$ cat config.mk
export PLATFORM = sky130hd
export DESIGN_NAME = fb_swap_ctrl_flat
export DESIGN_NICKNAME = d
export VERILOG_FILES = /design/src/rtl/fb_swap_ctrl_if.sv /design/src/rtl/fb_swap_ctrl.sv /design/src/flat_wrapper.sv
export SDC_FILE = /design/constraint.sdc
export NUM_CORES = 1
export LEC_CHECK = 0
export CAP_MARGIN = 40
export CELL_PAD_IN_SITES_DETAIL_PLACEMENT = 0
export CELL_PAD_IN_SITES_GLOBAL_PLACEMENT = 1
export CORE_ASPECT_RATIO = 0.7
export CORE_MARGIN = 2
export CORE_UTILIZATION = 30
export CTS_BUF_LIST = sky130_fd_sc_hd__clkbuf_4
export DETAILED_ROUTE_END_ITERATION = 10
export GPL_TIMING_DRIVEN = 0
export HOLD_SLACK_MARGIN = 0.12
export PLACE_DENSITY = 0.76
export SLEW_MARGIN = 20
export SYNTH_ARGS = -nofsm -noshare
export SYNTH_HDL_FRONTEND = slang
export SYNTH_SLANG_ARGS = --single-unit
$ cat constraint.sdc
create_clock -name clk -period 2.1 [get_ports clk]
set_clock_uncertainty 0.05 [all_clocks]
set_input_delay 0.525 -clock clk [delete_from_list [all_inputs] [get_ports clk]]
set_output_delay 0.525 -clock clk [all_outputs]
set_load 0.02 [all_outputs]
$ cat src/rtl/fb_swap_ctrl_if.sv
// Handshake/status bundle between the frame-buffer swap controller and its producer/display/AXI-select neighbours.
interface fb_swap_ctrl_if #(
    parameter int NUM_BUFS  = 2,
    parameter int DROP_BITS = 8
);
    localparam int BUF_BITS = $clog2(NUM_BUFS);

    logic                 swap_req;
    logic                 vsync;
    logic                 wr_issue;
    logic                 wr_done;
    logic [BUF_BITS-1:0]  prod_buf;
    logic [BUF_BITS-1:0]  cons_buf;
    logic                 prod_switch;
    logic                 cons_switch;
    logic                 prod_hold;
    logic                 busy;
    logic [DROP_BITS-1:0] dropped;
    logic                 err;

    modport master (
        output swap_req, vsync, wr_issue, wr_done,
        input  prod_buf, cons_buf, prod_switch, cons_switch, prod_hold, busy, dropped, err
    );

    modport slave (
        input  swap_req, vsync, wr_issue, wr_done,
        output prod_buf, cons_buf, prod_switch, cons_switch, prod_hold, busy, dropped, err
    );
endinterface

$ cat src/rtl/fb_swap_ctrl.sv
// N-buffer framebuffer swap controller: drains in-flight writes, then commits (vsync-aligned in double mode).
// Latency: swap_req -> DRAIN >= DRAIN_MIN_CYCLES -> [vsync edge] -> COMMIT -> indices + pulses next cycle; prod_hold gates the producer.
module fb_swap_ctrl #(
    parameter int NUM_BUFS         = 2,
    parameter int OUTSTANDING_BITS = 4,
    parameter int DRAIN_MIN_CYCLES = 2,
    parameter bit VSYNC_ACTIVE_LOW = 1'b1,
    parameter int DROP_BITS        = 8
) (
    input  logic          clk,
    input  logic          reset_n,
    fb_swap_ctrl_if.slave bus
);
    localparam int BUF_BITS = $clog2(NUM_BUFS);
    localparam bit MULTI    = (NUM_BUFS >= 3);
    localparam int DC_BITS  = $clog2(DRAIN_MIN_CYCLES + 1) + 1;
    localparam logic [OUTSTANDING_BITS-1:0] OUT_MAX  = '1;
    localparam logic [DROP_BITS-1:0]        DROP_MAX = '1;

    typedef enum logic [1:0] {
        IDLE,
        DRAIN,
        WAIT_VSYNC,
        COMMIT
    } state_t;

    state_t                      state, state_nxt;
    logic [DC_BITS-1:0]          drain_cnt;
    logic [OUTSTANDING_BITS-1:0] out_cnt;
    logic                        vsync_prev;
    logic [BUF_BITS-1:0]         prod_buf_q, cons_buf_q, ready_buf_q;
    logic                        ready_valid_q;
    logic                        prod_switch_q, cons_switch_q;
    logic [DROP_BITS-1:0]        dropped_q;
    logic                        err_q;

    logic                        vsync_act, vsync_edge;
    logic                        issue_only, done_only, out_full, out_empty;
    logic                        cnt_ovf, cnt_unf, swap_busy_err, drain_met;
    logic [BUF_BITS-1:0]         prod_nxt, cons_nxt, ready_nxt;
    logic                        rvld_nxt, psw_nxt, csw_nxt, drop_inc;

    // Lowest buffer index owned by neither a nor b.
    function automatic logic [BUF_BITS-1:0] lowest_free(input logic [BUF_BITS-1:0] a,
                                                        input logic [BUF_BITS-1:0] b);
        logic [BUF_BITS-1:0] r;
        logic                found;
        r     = '0;
        found = 1'b0;
        for (int i = 0; i < NUM_BUFS; i++) begin
            if (!found && (BUF_BITS'(i) != a) && (BUF_BITS'(i) != b)) begin
                r     = BUF_BITS'(i);
                found = 1'b1;
            end
        end
        return r;
    endfunction

    assign vsync_act  = VSYNC_ACTIVE_LOW ? ~bus.vsync : bus.vsync;
    assign vsync_edge = vsync_act & ~vsync_prev;

    assign issue_only    = bus.wr_issue & ~bus.wr_done;
    assign done_only     = bus.wr_done & ~bus.wr_issue;
    assign out_full      = (out_cnt == OUT_MAX);
    assign out_empty     = (out_cnt == '0);
    assign cnt_ovf       = issue_only & out_full;
    assign cnt_unf       = done_only & out_empty;
    assign swap_busy_err = bus.swap_req & (state != IDLE);
    assign drain_met     = (int'(drain_cnt) + 1) >= DRAIN_MIN_CYCLES;

    always_comb begin
        state_nxt = state;
        case (state)
            IDLE:       if (bus.swap_req) state_nxt = DRAIN;
            DRAIN:      if (out_empty && drain_met) state_nxt = MULTI ? COMMIT : WAIT_VSYNC;
            WAIT_VSYNC: if (vsync_edge) state_nxt = COMMIT;
            COMMIT:     state_nxt = IDLE;
            default:    state_nxt = IDLE;
        endcase
    end

    always_ff @(posedge clk) begin
        if (!reset_n) begin
            state <= IDLE;
        end else begin
            state <= state_nxt;
        end
    end

    // Buffer ownership: the commit path wins over a plain present because a
    // coincident vsync edge hands the just-finished frame straight to display.
    always_comb begin
        prod_nxt  = prod_buf_q;
        cons_nxt  = cons_buf_q;
        ready_nxt = ready_buf_q;
        rvld_nxt  = ready_valid_q;
        psw_nxt   = 1'b0;
        csw_nxt   = 1'b0;
        drop_inc  = 1'b0;
        if (state == COMMIT) begin
            psw_nxt = 1'b1;
            if (!MULTI) begin
                prod_nxt = cons_buf_q;
                cons_nxt = prod_buf_q;
                csw_nxt  = 1'b1;
            end else begin
                drop_inc = ready_valid_q;
                if (vsync_edge) begin
                    cons_nxt = prod_buf_q;
                    rvld_nxt = 1'b0;
                    prod_nxt = lowest_free(prod_buf_q, prod_buf_q);
                    csw_nxt  = 1'b1;
                end else begin
                    ready_nxt = prod_buf_q;
                    rvld_nxt  = 1'b1;
                    prod_nxt  = lowest_free(cons_buf_q, prod_buf_q);
                end
            end
        end else if (MULTI && vsync_edge && ready_valid_q) begin
            cons_nxt = ready_buf_q;
            rvld_nxt = 1'b0;
            csw_nxt  = 1'b1;
        end
    end

    always_ff @(posedge clk) begin
        if (!reset_n) begin
            drain_cnt     <= '0;
            out_cnt       <= '0;
            vsync_prev    <= 1'b1;
            prod_buf_q    <= BUF_BITS'(1);
            cons_buf_q    <= '0;
            ready_buf_q   <= '0;
            ready_valid_q <= 1'b0;
            prod_switch_q <= 1'b0;
            cons_switch_q <= 1'b0;
            dropped_q     <= '0;
            err_q         <= 1'b0;
        end else begin
            vsync_prev <= vsync_act;

            if (state == IDLE) begin
                drain_cnt <= '0;
            end else if (state == DRAIN && int'(drain_cnt) < DRAIN_MIN_CYCLES) begin
                drain_cnt <= drain_cnt + DC_BITS'(1);
            end

            if (issue_only && !out_full) begin
                out_cnt <= out_cnt + OUTSTANDING_BITS'(1);
            end else if (done_only && !out_empty) begin
                out_cnt <= out_cnt - OUTSTANDING_BITS'(1);
            end

            prod_buf_q    <= prod_nxt;
            cons_buf_q    <= cons_nxt;
            ready_buf_q   <= ready_nxt;
            ready_valid_q <= rvld_nxt;
            prod_switch_q <= psw_nxt;
            cons_switch_q <= csw_nxt;

            if (drop_inc && dropped_q != DROP_MAX) begin
                dropped_q <= dropped_q + DROP_BITS'(1);
            end

            if (cnt_ovf || cnt_unf || swap_busy_err) begin
                err_q <= 1'b1;
            end
        end
    end

    assign bus.prod_buf    = prod_buf_q;
    assign bus.cons_buf    = cons_buf_q;
    assign bus.prod_switch = prod_switch_q;
    assign bus.cons_switch = cons_switch_q;
    assign bus.prod_hold   = bus.swap_req | (state != IDLE) | out_full;
    assign bus.busy        = (state != IDLE);
    assign bus.dropped     = dropped_q;
    assign bus.err         = err_q;
endmodule

$ cat src/flat_wrapper.sv
// flat-port wrapper written by rule: the top's interface ports become plain ports
module fb_swap_ctrl_flat 
#(
    parameter int NUM_BUFS         = 2,
    parameter int OUTSTANDING_BITS = 4,
    parameter int DRAIN_MIN_CYCLES = 2,
    parameter bit VSYNC_ACTIVE_LOW = 1'b1,
    parameter int DROP_BITS        = 8
)
  (clk, reset_n, bus_swap_req, bus_vsync, bus_wr_issue, bus_wr_done, bus_prod_buf, bus_cons_buf, bus_prod_switch, bus_cons_switch, bus_prod_hold, bus_busy, bus_dropped, bus_err);
  fb_swap_ctrl_if #(.NUM_BUFS(NUM_BUFS), .DROP_BITS(DROP_BITS)) bus_i ();
  input  logic clk;
  input  logic reset_n;
  input wire logic [$bits(bus_i.swap_req)-1:0] bus_swap_req;
  input wire logic [$bits(bus_i.vsync)-1:0] bus_vsync;
  input wire logic [$bits(bus_i.wr_issue)-1:0] bus_wr_issue;
  input wire logic [$bits(bus_i.wr_done)-1:0] bus_wr_done;
  output wire logic [$bits(bus_i.prod_buf)-1:0] bus_prod_buf;
  output wire logic [$bits(bus_i.cons_buf)-1:0] bus_cons_buf;
  output wire logic [$bits(bus_i.prod_switch)-1:0] bus_prod_switch;
  output wire logic [$bits(bus_i.cons_switch)-1:0] bus_cons_switch;
  output wire logic [$bits(bus_i.prod_hold)-1:0] bus_prod_hold;
  output wire logic [$bits(bus_i.busy)-1:0] bus_busy;
  output wire logic [$bits(bus_i.dropped)-1:0] bus_dropped;
  output wire logic [$bits(bus_i.err)-1:0] bus_err;
  assign bus_i.swap_req = bus_swap_req;
  assign bus_i.vsync = bus_vsync;
  assign bus_i.wr_issue = bus_wr_issue;
  assign bus_i.wr_done = bus_wr_done;
  assign bus_prod_buf = bus_i.prod_buf;
  assign bus_cons_buf = bus_i.cons_buf;
  assign bus_prod_switch = bus_i.prod_switch;
  assign bus_cons_switch = bus_i.cons_switch;
  assign bus_prod_hold = bus_i.prod_hold;
  assign bus_busy = bus_i.busy;
  assign bus_dropped = bus_i.dropped;
  assign bus_err = bus_i.err;
  fb_swap_ctrl #(.NUM_BUFS(NUM_BUFS), .OUTSTANDING_BITS(OUTSTANDING_BITS), .DRAIN_MIN_CYCLES(DRAIN_MIN_CYCLES), .VSYNC_ACTIVE_LOW(VSYNC_ACTIVE_LOW), .DROP_BITS(DROP_BITS)) u_core (.clk(clk), .reset_n(reset_n), .bus(bus_i));
endmodule
==> summary.md <==
| Metric | Value |
|---|---|
| Run status | complete, no violations |
| Final Cycle Share | 98.8% |
| Hold Path Class | reg -> reg |
| Die Ht | 49.0 µm |
| Initial antenna violation count | 0 |
| Max-cap viol count | 0 |
| Die width | 68.3 µm |
| Crit end category | output port |
| Post-synthesis async set-or-reset flop share | 0% |
| Startpoint types | input port |
| Syn_area_per_cell | 9.22 µm² |
| Final #Nets | 136 |
| Maximum VDD drop | 0.230 mV |
| Commonest non-fill, non-tap cells in the layout | buf_4, nand2_1, conb_1, clkdlybuf4s50_1, dfxtp_1 |
| R2r setup slk | 0.14 ns |
| Max Freq | 0.482 GHz |
| Post-DP HPWL | 1.18 mm |
| DRT iter0 DRCs | 22 |
| Seq/Total Area, Yosys | 32.3% |
| Slew Limit Fails | 0 |
| Post-synth EDFFs | 0 |
| Vias/cell | 4.26 |
| Num rows | 16 |
| Hold Crit Start | u_core.state[1] |
| Clock net sink count | 14 |
| Max incr delay on CP | 0.46 ns |
| Clk slew on worst S/H paths | 0.08 ns |
| Setup_tns | 0 ns |
| Die area | 3340 µm² |
| Worst r2r dst | u_core.out_cnt[3] |
| Top FF cell, synth | dfxtp_1 |
| Wire per inst | 10.2 µm |
| First-pass GRT wire length | 2.53 mm |
| Worst EP required | 1.52 ns |
| Final Util | 40.2% |
| Placer Congestion | 0.749 |
| Distinct cells, synth | 34 |
| Dominant cell type by area after synthesis | dfxtp_1 |
| Crit path buffers/inverters | 2 |
| Crit-path max FO | 3 |
| Leakage | 0.505 nW |
| Initial Util | 31.2% |
| Share of the synthesized area in the top cell type | 32.3% |
| WP data arrival | 1.50 ns |
| Hold EP | u_core.state[1] |
| CTS tree | yes |
| Initial DRT Pass Iterations | 4 |
| Netlist area before placement | 867 µm² |
| Most common cell after layout, fill and taps aside | buf_4 |
| Pin count of the biggest net entering global routing | 11 |
| Crit-path cells | clkdlybuf4s50_1, or3_1, buf_2 |
| I/O pin cnt | 21 |
| WL final | 1.58 mm |
| Proportion of layout cells with a drive suffix above 1 | 26.9% |
| DRT antenna net count | 0 |
| Crit path time final | 2.08 ns |
| Delay-heaviest family, CP | buffers and inverters |
| Area added between synthesis and finish | 29.0% |
| Clock Tree Root | clkbuf_4 |
| Pwr Density | 904 nW/µm² |
| Gr usage total | 9.99% |
| Antenna fix cells | 0 |
| Hold Buf Count CTS | 0 |
| Clock tree buffer depth | 2 |
| Synth warnings | 0 |
| Critical path class | in -> out |
| Final setup fails | 0 |
| Synth Register Bits | 14 |
| Hold Fails Final Rpt | 0 |
| Power, Total | 1.01 mW |
| Core area | 2780 µm² |
| CTS HTree Levels | 1 |
| DRC | 0 |
| Top post-synthesis cells by area | dfxtp_1, ha_1, buf_4, mux2i_1, nand2_1 |
| Grt total ovfl | 0 |
| CTS Buf Count | 3 |
| Post-synthesis instance total | 94 |
| Worst skew pair latency | 0.28 ns |
| Hold Path Depth | 2 |
| Origin of the critical flop-to-flop path | u_core.out_cnt[0] |
| Vias in the first global route | 585 |
| Routed vias | 661 |
| Worst r2r path cells | 7 |
| Critical path's slowest cell | clkdlybuf4s50_1 |
| Port Buffer Count | 12 |
==> cell usage after synthesis (all sizes together) (2+ instances only) <==
library cell	count
inv	6
ha	8
xnor2	2
nand2b	2
mux2i	6
o21ai	4
nor2b	3
a21oi	3
buf	9
nor2	5
nand2	11
dfxtp	14
and2	3
==> state kept, by name, indices dropped and copies added (netlist names) <==
name and count:
u_core.out_cnt 4, u_core.drain_cnt 3, u_core.state 2, u_core.bus.cons_buf 1, u_core.bus.err 1, u_core.bus.prod_buf 1, u_core.bus.prod_switch 1, u_core.vsync_prev 1
==> layer usage <==
layer  vias up  wire, µm  GRT usage, %
met1       287       736          13.3
met5         -         0             0
met4         0        38          6.00
met3         5        94          1.39
met2        20       713          15.0
li1        349         -             -
==> metrics by stage <==
stage | area, µm² | std cells | setup WS [ns] | hold slack [ns]
global route | 1120 | 155 | -0.00650 | 0.457
detailed placement | 1060 | 149 | -0.629 | 0.447
global placement | 1060 | 149 | -0.538 | 0.435
finish | 1120 | 155 | 0.0243 | 0.438
CTS | 1100 | 154 | 0.0158 | 0.470
floorplan | 896 | 101 | 0.0589 | 0.418
==> cell families after synthesis <==
logic type	synth area share, %
fa+ha+maj	13.9
simple gates	18.8
buf+inv	10.8
flops	32.3
xor+xnor	3.03
mux	6.93
compound gates	13.9
other cells	0.432
==> how the worst max path moves through the flow <==
stage | cells after the start | from | to | slack, ns
final | 3 | bus_swap_req | bus_prod_hold | 0.02
after floorplan | 7 | bus_wr_issue | u_core.out_cnt[3] | 0.06
after global placement | 8 | bus_wr_issue | u_core.out_cnt[3] | -0.54
after CTS | 7 | u_core.out_cnt[0] | u_core.out_cnt[3] | 0.02
after global routing | 8 | bus_wr_done | u_core.out_cnt[3] | -0.006
after detailed placement | 8 | bus_wr_issue | u_core.out_cnt[3] | -0.63
==> final cells by class <==
type / instances / area, µm²
fill: 286 / 1660
multi-input combinational: 71 / 536
sequential: 14 / 288
timing repair buffer: 15 / 134
buffer: 10 / 71.3
tap: 36 / 45.0
clock buffer: 3 / 22.5
inverter: 6 / 22.5
==> tightest hold or removal path, delay by kind of cell (launching register included) <==
family	cells	cell delay [ns]
and+or+nand+nor	1	0.05
muxes	1	0.06
DFF	1	0.34
==> where the power goes <==
group | total (mW) | internal (mW) | switching, mW
Sequential | 0.378 | 0.321 | 0.0571
Combinational | 0.483 | 0.226 | 0.257
Clock | 0.150 | 0.0665 | 0.0831
Total | 1.01 | 0.614 | 0.397
==> timing repair <==
action                                  in CTS  in global routing
gates resized for setup                     10                  8
endpoints found under the setup margin       3                  2
pin swaps                                    0                  1
buffers inserted                             2                  1
Power figures use the tool's default switching activity.
